[src/rtl/seg7_pkg.sv]
// rtl/seg7_pkg.sv - shared seven-segment constants, encoder and converter FSM state type
package seg7_pkg;

  localparam logic [6:0] SEG7_BLANK = 7'b1111111;
  localparam logic [6:0] SEG7_DASH  = 7'b1111110;

  // abcdefg, segment a at the MSB, 0 = lit
  localparam logic [6:0] SEG7_DIGIT [0:9] = '{
    7'b0000001, 7'b1001111, 7'b0010010, 7'b0000110, 7'b1001100,
    7'b0100100, 7'b0100000, 7'b0001111, 7'b0000000, 7'b0000100
  };

  typedef enum logic [1:0] {
    IDLE,
    SHIFT,
    ENCODE
  } seg7_conv_state_t;

  function automatic logic [6:0] seg7_encode(input logic [3:0] d);
    logic [6:0] r;
    case (d)
      4'd0:    r = SEG7_DIGIT[0];
      4'd1:    r = SEG7_DIGIT[1];
      4'd2:    r = SEG7_DIGIT[2];
      4'd3:    r = SEG7_DIGIT[3];
      4'd4:    r = SEG7_DIGIT[4];
      4'd5:    r = SEG7_DIGIT[5];
      4'd6:    r = SEG7_DIGIT[6];
      4'd7:    r = SEG7_DIGIT[7];
      4'd8:    r = SEG7_DIGIT[8];
      4'd9:    r = SEG7_DIGIT[9];
      default: r = SEG7_BLANK;
    endcase
    return r;
  endfunction

endpackage

[src/rtl/seg7_bcd_converter.sv]
// rtl/seg7_bcd_converter.sv - serial double-dabble binary to seven-segment display driver
module seg7_bcd_converter
  import seg7_pkg::*;
#(
  parameter int WIDTH  = 8,
  parameter int DIGITS = 4
) (
  input  logic                  clock,
  input  logic                  resetn,
  input  logic                  start,
  input  logic [WIDTH-1:0]      value,
  input  logic                  signed_mode,
  input  logic                  blank_lz,
  output logic                  busy,
  output logic                  done,
  output logic                  overflow,
  output logic [7*DIGITS-1:0]   seg
);

  localparam int NBCD = (WIDTH + 3) / 3;
  localparam int CW   = $clog2(WIDTH);

  seg7_conv_state_t state, next_state;

  logic [WIDTH-1:0]    mag;
  logic [4*NBCD-1:0]   bcd;
  logic [4*NBCD-1:0]   adj;
  logic [CW-1:0]       cnt;
  logic                neg_q;
  logic                blz_q;
  int                  sig;
  logic                ovf_c;
  logic [3:0]          dig;
  logic [7*DIGITS-1:0] seg_c;

  always_ff @(posedge clock or negedge resetn) begin
    if (!resetn) state <= IDLE;
    else         state <= next_state;
  end

  always_comb begin
    next_state = state;
    case (state)
      IDLE:    if (start) next_state = SHIFT;
      SHIFT:   if (cnt == '0) next_state = ENCODE;
      ENCODE:  next_state = IDLE;
      default: next_state = IDLE;
    endcase
  end

  // add-3 correction applied before each shift
  always_comb begin
    adj = '0;
    for (int i = 0; i < NBCD; i++)
      adj[4*i +: 4] = bcd[4*i +: 4] + ((bcd[4*i +: 4] >= 4'd5) ? 4'd3 : 4'd0);
  end

  always_comb begin
    sig = 1;
    for (int i = 0; i < NBCD; i++)
      if (bcd[4*i +: 4] != 4'd0) sig = i + 1;
    ovf_c = (sig > DIGITS) || (neg_q && sig >= DIGITS);
  end

  always_comb begin
    seg_c = '0;
    dig   = '0;
    for (int k = 0; k < DIGITS; k++) begin
      dig = '0;
      for (int i = 0; i < NBCD; i++)
        if (i == k) dig = bcd[4*i +: 4];
      if (ovf_c)
        seg_c[7*k +: 7] = SEG7_DASH;
      else if (!blz_q)
        seg_c[7*k +: 7] = (neg_q && k == DIGITS - 1) ? SEG7_DASH : seg7_encode(dig);
      else if (neg_q && k == sig)
        seg_c[7*k +: 7] = SEG7_DASH;
      else if (k >= sig && k != 0)
        seg_c[7*k +: 7] = SEG7_BLANK;
      else
        seg_c[7*k +: 7] = seg7_encode(dig);
    end
  end

  // negation at WIDTH bits is exact for the most negative value: 2^(WIDTH-1) still fits unsigned
  always_ff @(posedge clock or negedge resetn) begin
    if (!resetn) begin
      mag      <= '0;
      bcd      <= '0;
      cnt      <= '0;
      neg_q    <= 1'b0;
      blz_q    <= 1'b0;
      busy     <= 1'b0;
      done     <= 1'b0;
      overflow <= 1'b0;
      seg      <= {DIGITS{SEG7_BLANK}};
    end else begin
      done <= 1'b0;
      case (state)
        IDLE: if (start) begin
          mag   <= (signed_mode && value[WIDTH-1]) ? (~value + 1'b1) : value;
          neg_q <= signed_mode & value[WIDTH-1];
          blz_q <= blank_lz;
          bcd   <= '0;
          cnt   <= CW'(WIDTH - 1);
          busy  <= 1'b1;
        end
        SHIFT: begin
          {bcd, mag} <= {adj, mag} << 1;
          cnt        <= cnt - 1'b1;
        end
        ENCODE: begin
          seg      <= seg_c;
          overflow <= ovf_c;
          done     <= 1'b1;
          busy     <= 1'b0;
        end
        default: ;
      endcase
    end
  end

endmodule

[config.mk]
export PLATFORM = sky130hd
export DESIGN_NAME = seg7_bcd_converter
export DESIGN_NICKNAME = d
export VERILOG_FILES = /design/src/rtl/seg7_pkg.sv /design/src/rtl/seg7_bcd_converter.sv
export SDC_FILE = /design/constraint.sdc
export NUM_CORES = 1
export LEC_CHECK = 0
export BUFFER_PORTS_ARGS = -buffer_cell sky130_fd_sc_hd__buf_2
export CORE_MARGIN = 4
export CORE_UTILIZATION = 53
export CTS_BUF_LIST = sky130_fd_sc_hd__clkbuf_8
export CTS_CLUSTER_DIAMETER = 50
export DETAILED_ROUTE_END_ITERATION = 12
export PLACE_DENSITY = 0.78
export SKIP_CTS_REPAIR_TIMING = 1
export SLEW_MARGIN = 20
export SYNTH_ARGS = -nofsm -noshare
export SYNTH_HDL_FRONTEND = slang
export SYNTH_SLANG_ARGS = --single-unit
[constraint.sdc]
create_clock -name clock -period 1.9 [get_ports clock]
set_input_delay 0.38 -clock clock [delete_from_list [all_inputs] [get_ports clock]]
set_output_delay 0.38 -clock clock [all_outputs]
set_load 0.01 [all_outputs]
==> results of run 1 <==
==> critical path, delay by kind of cell, from the launching register on <==
kind	cells	cell delay [ns]
flip-flops	1	0.40
AO/OA/AOI/OAI	2	0.25
buffers and inverters	2	0.15
adder cells (fa/ha/maj)	3	0.86
AND/OR/NAND/NOR	1	0.11
==> Yosys cell counts, types with 2 or more instances <==
master / number / area, um^2
mux2i_1: 2 / 20.0
o22ai_1: 14 / 87.6
o21a_1: 4 / 30.0
xnor2_1: 9 / 78.8
a22oi_1: 5 / 37.5
o211ai_1: 4 / 30.0
xor2_1: 4 / 35.0
nand2_1: 40 / 150
fa_1: 3 / 60.1
ha_1: 23 / 288
inv_1: 26 / 97.6
a31oi_1: 7 / 43.8
buf_2: 7 / 35.0
dfstp_2: 23 / 604
nor2b_1: 4 / 25.0
nor2_1: 21 / 78.8
nor3_1: 4 / 20.0
nand2b_1: 5 / 31.3
mux2_2: 2 / 22.5
buf_4: 6 / 45.0
a21o_1: 3 / 22.5
nand3_1: 3 / 15.0
dfrtp_1: 29 / 726
o21ai_0: 33 / 165
clkbuf_1: 4 / 15.0
a21oi_1: 18 / 90.1
==> where the power goes <==
| group | internal, W | switching, W |
|---|---|---|
| sequential | 0.00173 | 0.000333 |
| combinational | 0.00168 | 0.00197 |
| clock | 0.000287 | 0.000348 |
| total | 0.00370 | 0.00265 |
==> cell type report <==
type | count | area (um^2)
Fill cell | 422 | 1840
Multi-Input combinational cell | 225 | 1600
Sequential cell | 52 | 1330
Timing Repair Buffer | 75 | 462
Inverter | 26 | 97.6
Tap cell | 72 | 90.1
Clock buffer | 6 | 82.6
Clock inverter | 2 | 7.51
==> registers in the layout (all words and copies together) (netlist names) <==
| name | flops |
|---|---|
| seg | 23 |
| cnt | 3 |
| busy | 1 |
| done | 1 |
| mag | 8 |
| blz_q | 1 |
| bcd | 12 |
| neg_q | 1 |
| state | 2 |
==> stage by stage <==
step	power (W)	util [%]	setup slack, ns	hold WS (ns)	TNS [ns]
after detailed placement	0.00524	61.5	-0.0609	0.361	-0.119
after CTS	0.00589	63.1	-0.0833	0.0328	-0.239
after global placement	0.00506	61.5	0.0570	0.359	0
after global routing	0.00689	66.6	-0.0428	0.0508	-0.187
final	0.00634	66.6	0.0105	0.0217	0
after floorplan	0.00420	-	0.0115	0.0844	0
==> cell families (layout without fill, tap and decap cells) <==
family                     Yosys count  count (layout)  synth area share, %
and+or+nand+nor                     85              85                 12.8
other                                1               1                0.125
AOI/OAI and AO/OA                   96              96                 19.3
buffers and inverters               44             109                 6.55
DFF                                 52              52                 44.4
xor gates and xnor gates            13              13                 3.80
adders and majority gates           26              26                 11.6
muxes                                4               4                 1.42
==> worst max-delay path by stage <==
stage                start  depth (start not counted)      end
global route        bcd[5]                          8   bcd[6]
finish              bcd[5]                          8   bcd[6]
CTS                 bcd[0]                          8   bcd[2]
floorplan           bcd[5]                          8   bcd[6]
detailed placement  bcd[8]                         10  bcd[11]
global placement    bcd[8]                         10  bcd[11]
==> metal layers <==
metal / routed length [um] / share of wire (%) / up-vias
met1: 2780 / 42 / 1216
met3: 277 / 4.2 / 17
met2: 3330 / 51 / 65
met4: 185 / 2.8 / 0
met5: 0 / 0 / -
li1: - / - / 1227
==> flow_summary_export.csv, run 1 <==
group,metric,value,unit
outcome,outcome,"complete, no violations",
grt,antenna_found_initial,0,
yosys,syn_nets,360,
grt,grt_use_met3,4.17,%
critical_path,cpMostUsedCell,"inv_2",
critical_path,worst_path_largest_cell_delay,0.50,ns
finish,diodes,0,
timing,rsz0062_at_grt,"true",
grt,grt_max_degree,28,
drt,firstDrtPassIters,4,
finish,design_area,3670,um^2
clocking,insertion_delay,0.30,ns
finish,drive_gt1_share,36.0,%
clocking,cts_tree,"built",
yosys,synth-edff-count,0,
drt,routed_wl,6570,um
critical_path,crit_required,2.08,ns
power_and_ir_drop,power_density,1730,nW/um^2
clocking,htreeDepth,2,
floorplan,initial_core_util,54.4,%
yosys,ys.flop_type,"dfrtp_1",
critical_path,r2r_setup_slack,0.01,ns
floorplan,die_h,83.2,um
timing,worst_pin_slew,0.516,ns
drt,vias,2525,
finish,area_growth_syn_to_layout,22.4,%
critical_path,slowest_stage,"fa_2",
finish,final_cell_mix,"buf_2 (42), nand2_1 (39), buf_4 (32)",
yosys,syn-cell-area,3000,um^2
yosys,yosysSeqAreaShare,44.4,%
timing,hold_violations,0,
finish,final_common_cell,"buf_2",
finish,fin_nets,424,
yosys,avgSynthCellArea,9.34,um^2
floorplan,row_count,27,
floorplan,die_x,83.2,um
drt,ant_nets,0,
timing,final.period_utilization,99.4,%
run,maxCapViolCount,0,
clocking,clockRootBuffer,"clkbuf_8",
critical_path,start_kind,"flop",
place,io_buffers,42,
clocking,path_clk_slew,0.09,ns
power_and_ir_drop,vdd_drop_max,0.640,mV
timing,slew_headroom,65.5,%
clocking,numCtsBuffers,5,
yosys,yosysWarnings,0,
drt,wl_per_cell,14.3,um
critical_path,crit_fanout,3,
timing,drv_slew,0,
timing,max_freq,529,MHz
hold_path,hp-class,"in2async",
power_and_ir_drop,leakagePower,1.71,nW
critical_path,worstReg2RegStart,"bcd[5]",
floorplan,coreArea,5510,um^2
critical_path,reg2regPathDepth,8,
place,dp_cells,442,
place,gp_congestion,0.838,
yosys,postSynth.asyncResetShare,100,%
place,dp_hpwl,4730,um
grt,grt_pass1_vias,2465,
timing,period_minus_slack,1.89,ns
drt,drc,0,
critical_path,path_cells,"inv_2 > ha_4 > nand2b_4 > a21o_1 > ha_2 > inv_2 > fa_2 > o21ai_0",
timing,setup_viol,0,
timing,finalClockSkew,0.00778,ns
floorplan,num_io_pins,44,
clocking,cts_buffer_depth,2,
finish,layout.cells.non_filler,458,
clocking,clock-sinks,52,
place,dpl-instance-area,3390,um^2
yosys,ys_types,44,
grt,grt_pass1_wl,10800,um
critical_path,arrival,2.07,ns
critical_path,critPathKind,"reg2reg",
yosys,yosys_register_bits,52,
grt,grt_use_met2,34.0,%
drt,viasPerCell,5.51,
grt,grt_usage,18.9,%
grt,met1_usage,21.3,%
critical_path,cp-end-kind,"flop",
floorplan,die_area,6920,um^2
grt,top_usage_layer,"met2",
yosys,synthCells,321,
drt,drt_iter0_drc,94,
grt,gr-total-overflow,0,
critical_path,timing.rr.end,"bcd[6]",
Power figures use the tool's default switching activity.
==> run 2, diff against run 1 <==
CORE_UTILIZATION = 40   (was 53)
PLACE_DENSITY = unset   (was 0.78)
==> flow_summary_export.csv, run 2 (same netlist as run 1, synthesis figures left out) <==
group,metric,value,unit
clocking,htreeDepth,2,
timing,finalSetupTns,0,ns
floorplan,coreArea,7250,um^2
timing,slew_headroom,65.6,%
critical_path,slowest_stage,"dfrtp_2",
floorplan,num_io_pins,44,
critical_path,critPathKind,"reg2reg",
drt,wl_per_cell,13.1,um
critical_path,reg2regPathDepth,7,
power_and_ir_drop,p_sw_share,41.1,%
place,io_buffers,42,
grt,grt_pass1_vias,2304,
clocking,cts_buffer_depth,2,
critical_path,start_kind,"flop",
timing,worst_slack,0.0133,ns
clocking,clockRootBuffer,"clkbuf_8",
clocking,clock-sinks,52,
finish,fin_nets,421,
timing,hold_violations,0,
drt,vias,2378,
drt,drt_iter0_drc,57,
critical_path,worstReg2RegStart,"bcd[4]",
place,dp_slack,-0.0790,ns
clocking,insertion_delay,0.30,ns
finish,largest-register,"seg",
finish,drive_gt1_share,31.3,%
grt,grt_pass1_wl,10500,um
drt,viasPerCell,4.93,
clocking,path_clk_slew,0.09,ns
power_and_ir_drop,leakagePower,1.70,nW
timing,setup_viol,0,
power_and_ir_drop,power_frac_seq,34.4,%
grt,grt_max_degree,34,
hold_path,hp-class,"in2async",
drt,routed_wl,6320,um
place,dp_hpwl,4630,um
power_and_ir_drop,power_density,1670,nW/um^2
critical_path,critPathBufInv,1,
drt,ant_nets,0,
critical_path,crit_required,2.13,ns
critical_path,timing.rr.end,"bcd[6]",
place,dpl-instance-area,3430,um^2
power_and_ir_drop,netSwitchingPower,0.00246,W
critical_path,arrival,2.11,ns
power_and_ir_drop,p_int,0.00353,W
timing,rsz0062_at_grt,"true",
grt,grt_usage,14.8,%
power_and_ir_drop,p_total,0.00599,W
finish,design_area,3590,um^2
grt,gr-total-overflow,0,
timing,worst_pin_slew,0.515,ns
outcome,outcome,"complete, no violations",
finish,final_cell_mix,"buf_2 (42), nand2_1 (40), o21ai_0 (30)",
critical_path,path_cells,"ha_1 > nand2b_1 > a21o_1 > ha_2 > inv_1 > fa_2 > o21ai_2",
run,maxCapViolCount,0,
finish,final_common_cell,"buf_2",
drt,drc,0,
place,gp_congestion,0.810,
power_and_ir_drop,vdd_drop_max,0.661,mV
critical_path,crit_fanout,5,
finish,area_growth_syn_to_layout,19.7,%
clocking,numCtsBuffers,5,
critical_path,cp-end-kind,"flop",
timing,max_freq,530,MHz
timing,drv_slew,0,
floorplan,row_count,31,
drt,firstDrtPassIters,4,
timing,finalClockSkew,0.00531,ns
finish,final_core_util,49.5,%
floorplan,die_area,8940,um^2
finish,largest_reg_flops,23,
floorplan,die_x,94.6,um
timing,final.period_utilization,99.3,%
floorplan,die_h,94.6,um
clocking,cts_tree,"built",
critical_path,worst_path_largest_cell_delay,0.46,ns
timing,period_minus_slack,1.89,ns
finish,top_regs,"seg (23), bcd (12), mag (8)",
floorplan,initial_core_util,41.3,%
power_and_ir_drop,p_comb_share,55.0,%
power_and_ir_drop,clockPowerShare,10.6,%
grt,antenna_found_initial,0,
critical_path,r2r_setup_slack,0.01,ns
critical_path,crit_family,"adder cells",
finish,diodes,0,
==> run 2: cell types whose count changed in the layout (fill, tap and decap cells not counted), moves of 2 or more <==
cell	delta
a21oi_1	+2
a21oi_2	-2
ha_2	+2
ha_1	+5
inv_1	+5
inv_2	-5
ha_4	-7
buf_4	-3
==> run 2: worst register-to-register path, stage by stage (launching register included) <==
cell and delay (ns):
dfrtp_2 0.46, ha_1 0.22, nand2b_1 0.14, a21o_1 0.19, ha_2 0.20, inv_1 0.07, fa_2 0.43, o21ai_2 0.11
==> run 2: layout make-up <==
class,count,area [um^2]
timing repair buffer,72,448
fill,744,3660
inverter,26,97.6
clock inverter,2,7.51
sequential,52,1330
multi-input combinational,225,1500
clock buffer,6,82.6
tap,99,124
==> run 2: power by group through the flow <==
stage / Combinational [W] / Sequential [W] / Clock (W)
detailed placement: 0.00315 / 0.00209 / 0
floorplan: 0.00204 / 0.00216 / 0
global route: 0.00375 / 0.00214 / 0.000703
CTS: 0.00318 / 0.00206 / 0.000663
finish: 0.00330 / 0.00206 / 0.000634
global placement: 0.00311 / 0.00206 / 0
==> run 2: per-layer routing <==
layer  part of all wire (%)  track usage (%)  up-vias
met5                      0                0        -
met1                     47             18.5     1115
met4                   0.57             3.13        0
met3                    4.1             2.79        5
met2                     49             26.6       41
li1                       -                -     1217
==> run 2: worst max path at each step <==
| stage | from | endpoint | slack, ns | depth (start not counted) |
|---|---|---|---|---|
| final | bcd[4] | bcd[6] | 0.01 | 7 |
| after global placement | bcd[4] | bcd[6] | 0.05 | 7 |
| after CTS | bcd[4] | bcd[7] | -0.10 | 9 |
| after detailed placement | bcd[4] | bcd[7] | -0.08 | 9 |
| after floorplan | bcd[5] | bcd[6] | 0.01 | 8 |
| after global routing | bcd[1] | bcd[3] | -0.06 | 10 |
==> run 2: through the flow <==
stage	cells	hold slack, ns
6_report	482	0.0199
5_1_grt	482	0.0408
4_1_cts	477	0.0266
3_5_place_dp	469	0.353
3_3_place_gp	469	0.350
2_1_floorplan	321	0.0844
==> run 3, diff against run 2 <==
SETUP_SLACK_MARGIN = 0.2   (was unset)
==> flow_summary_export.csv, run 3 (same netlist as run 1, synthesis figures left out) <==
group,metric,value,unit
power_and_ir_drop,leakagePower,1.78,nW
floorplan,num_io_pins,44,
drt,firstDrtPassIters,4,
drt,routed_wl,6660,um
critical_path,crit_fanout,5,
place,dp_slack,0.0494,ns
floorplan,die_area,8940,um^2
grt,grt_pass1_vias,2242,
drt,drt_iter0_drc,66,
finish,final_core_util,52.9,%
clocking,insertion_delay,0.30,ns
drt,drc,0,
critical_path,start_kind,"flop",
place,io_buffers,42,
clocking,numCtsBuffers,5,
outcome,outcome,"complete, no violations",
critical_path,slowest_stage,"fa_2",
critical_path,worstReg2RegStart,"bcd[5]",
finish,layout.cells.non_filler,490,
grt,gr-total-overflow,0,
critical_path,cp-end-kind,"flop",
timing,setup_viol,0,
finish,area_growth_syn_to_layout,27.9,%
place,dp_cells,466,
timing,finalClockSkew,0.00555,ns
floorplan,die_x,94.6,um
clocking,path_clk_slew,0.09,ns
critical_path,critPathKind,"reg2reg",
critical_path,critPathBufInv,2,
finish,top_regs,"seg (23), bcd (12), mag (8)",
finish,largest_reg_flops,23,
timing,hold_ws,0.0560,ns
clocking,clock-sinks,52,
finish,drive_gt1_share,38.9,%
critical_path,crit_family,"adder cells",
critical_path,crit_start,"bcd[5]",
critical_path,path_depth,8,
finish,fillers,665,
run,maxCapViolCount,0,
timing,max_freq,528,MHz
grt,grt_use_met2,25.5,%
place,gp_congestion,0.820,
power_and_ir_drop,p_total,0.00662,W
timing,final.period_utilization,99.6,%
finish,final_common_cell,"buf_2",
grt,antenna_found_initial,0,
place,dp_hpwl,4530,um
drt,ant_nets,0,
floorplan,initial_core_util,41.3,%
critical_path,timing.rr.end,"bcd[6]",
floorplan,coreArea,7250,um^2
drt,viasPerCell,4.99,
grt,grt_pass1_wl,10500,um
grt,met1_usage,19.1,%
timing,drv_slew,0,
clocking,cts_tree,"built",
timing,period_minus_slack,1.89,ns
grt,grt_use_met3,2.87,%
timing,hold_violations,0,
floorplan,row_count,31,
critical_path,crit_required,2.08,ns
critical_path,worst_path_largest_cell_delay,0.52,ns
critical_path,reg2regPathDepth,8,
grt,grt_max_degree,53,
grt,grt_usage,14.9,%
finish,diodes,0,
critical_path,arrival,2.08,ns
floorplan,die_h,94.6,um
finish,final_cell_mix,"buf_2 (42), nand2_1 (37), buf_4 (33)",
clocking,htreeDepth,2,
clocking,cts_buffer_depth,2,
drt,wl_per_cell,13.6,um
critical_path,r2r_setup_slack,0.008,ns
clocking,clockRootBuffer,"clkbuf_8",
critical_path,path_cells,"inv_2 > ha_4 > nand2b_4 > a21o_1 > ha_2 > inv_2 > fa_2 > o21ai_2",
power_and_ir_drop,vdd_drop_max,0.497,mV
power_and_ir_drop,power_density,1730,nW/um^2
timing,worst_slack,0.00773,ns
finish,largest-register,"seg",
finish,fin_nets,429,
timing,rsz0062_at_grt,"true",
drt,vias,2444,
critical_path,cpMostUsedCell,"inv_2",
grt,top_usage_layer,"met2",
hold_path,hp-class,"in2async",
critical_path,cp-endpoint,"bcd[6]",
run 3: cell count changes in the layout (fill, tap and decap cells not counted), sizes merged:
cell,delta
inv,-1
bufinv,+1
clkinv,+1
buf,+8
clkbuf,-1
run 3: per-layer routing:
metal	routed length, um	up-vias	part of all wire [%]
met3	256	6	3.8
li1	-	1241	-
met2	3260	45	49
met4	81	0	1.2
met1	3060	1152	46
met5	0	-	0
run 3: how the worst min path moves through the flow:
stage | from | to | slack (ns) | depth (start not counted)
2_1_floorplan | resetn | bcd[0] | 0.08 | 0
3_3_place_gp | resetn | done | 0.39 | 2
3_5_place_dp | resetn | bcd[7] | 0.39 | 2
4_1_cts | resetn | state[1] | 0.06 | 2
5_1_grt | resetn | done | 0.06 | 2
6_report | resetn | done | 0.06 | 2
run 3: cell type report:
| type | instances | area (um^2) | share of cell area (%) |
|---|---|---|---|
| clock buffer | 5 | 68.8 | 1.80 |
| timing repair buffer | 80 | 523 | 13.6 |
| inverter | 26 | 105 | 2.74 |
| clock inverter | 3 | 38.8 | 1.01 |
| sequential | 52 | 1330 | 34.8 |
| tap | 99 | 124 | 3.23 |
| multi-input combinational | 225 | 1640 | 42.8 |
run 3: power by group:
group / switching [W] / internal [W] / total [W]
clock network: 0.000373 / 0.000386 / 0.000759
registers: 0.000355 / 0.00173 / 0.00208
logic: 0.00197 / 0.00181 / 0.00378
total: 0.00270 / 0.00393 / 0.00662
run 3: per-stage QoR:
stage          instance area, um^2  TNS [ns]
4_1_cts                       3560  -0.00901
3_5_place_dp                  3450         0
3_3_place_gp                  3450         0
6_report                      3830         0
5_1_grt                       3830    -0.210
2_1_floorplan                 3040         0
run 3: worst reg2reg max path, delay by kind of cell (launching register included):
kind	cells	cell delay, ns
flip-flops	1	0.40
adder cells (fa/ha/maj)	3	0.88
AO/OA/AOI/OAI	2	0.21
buffers and inverters	2	0.17
AND/OR/NAND/NOR	1	0.11
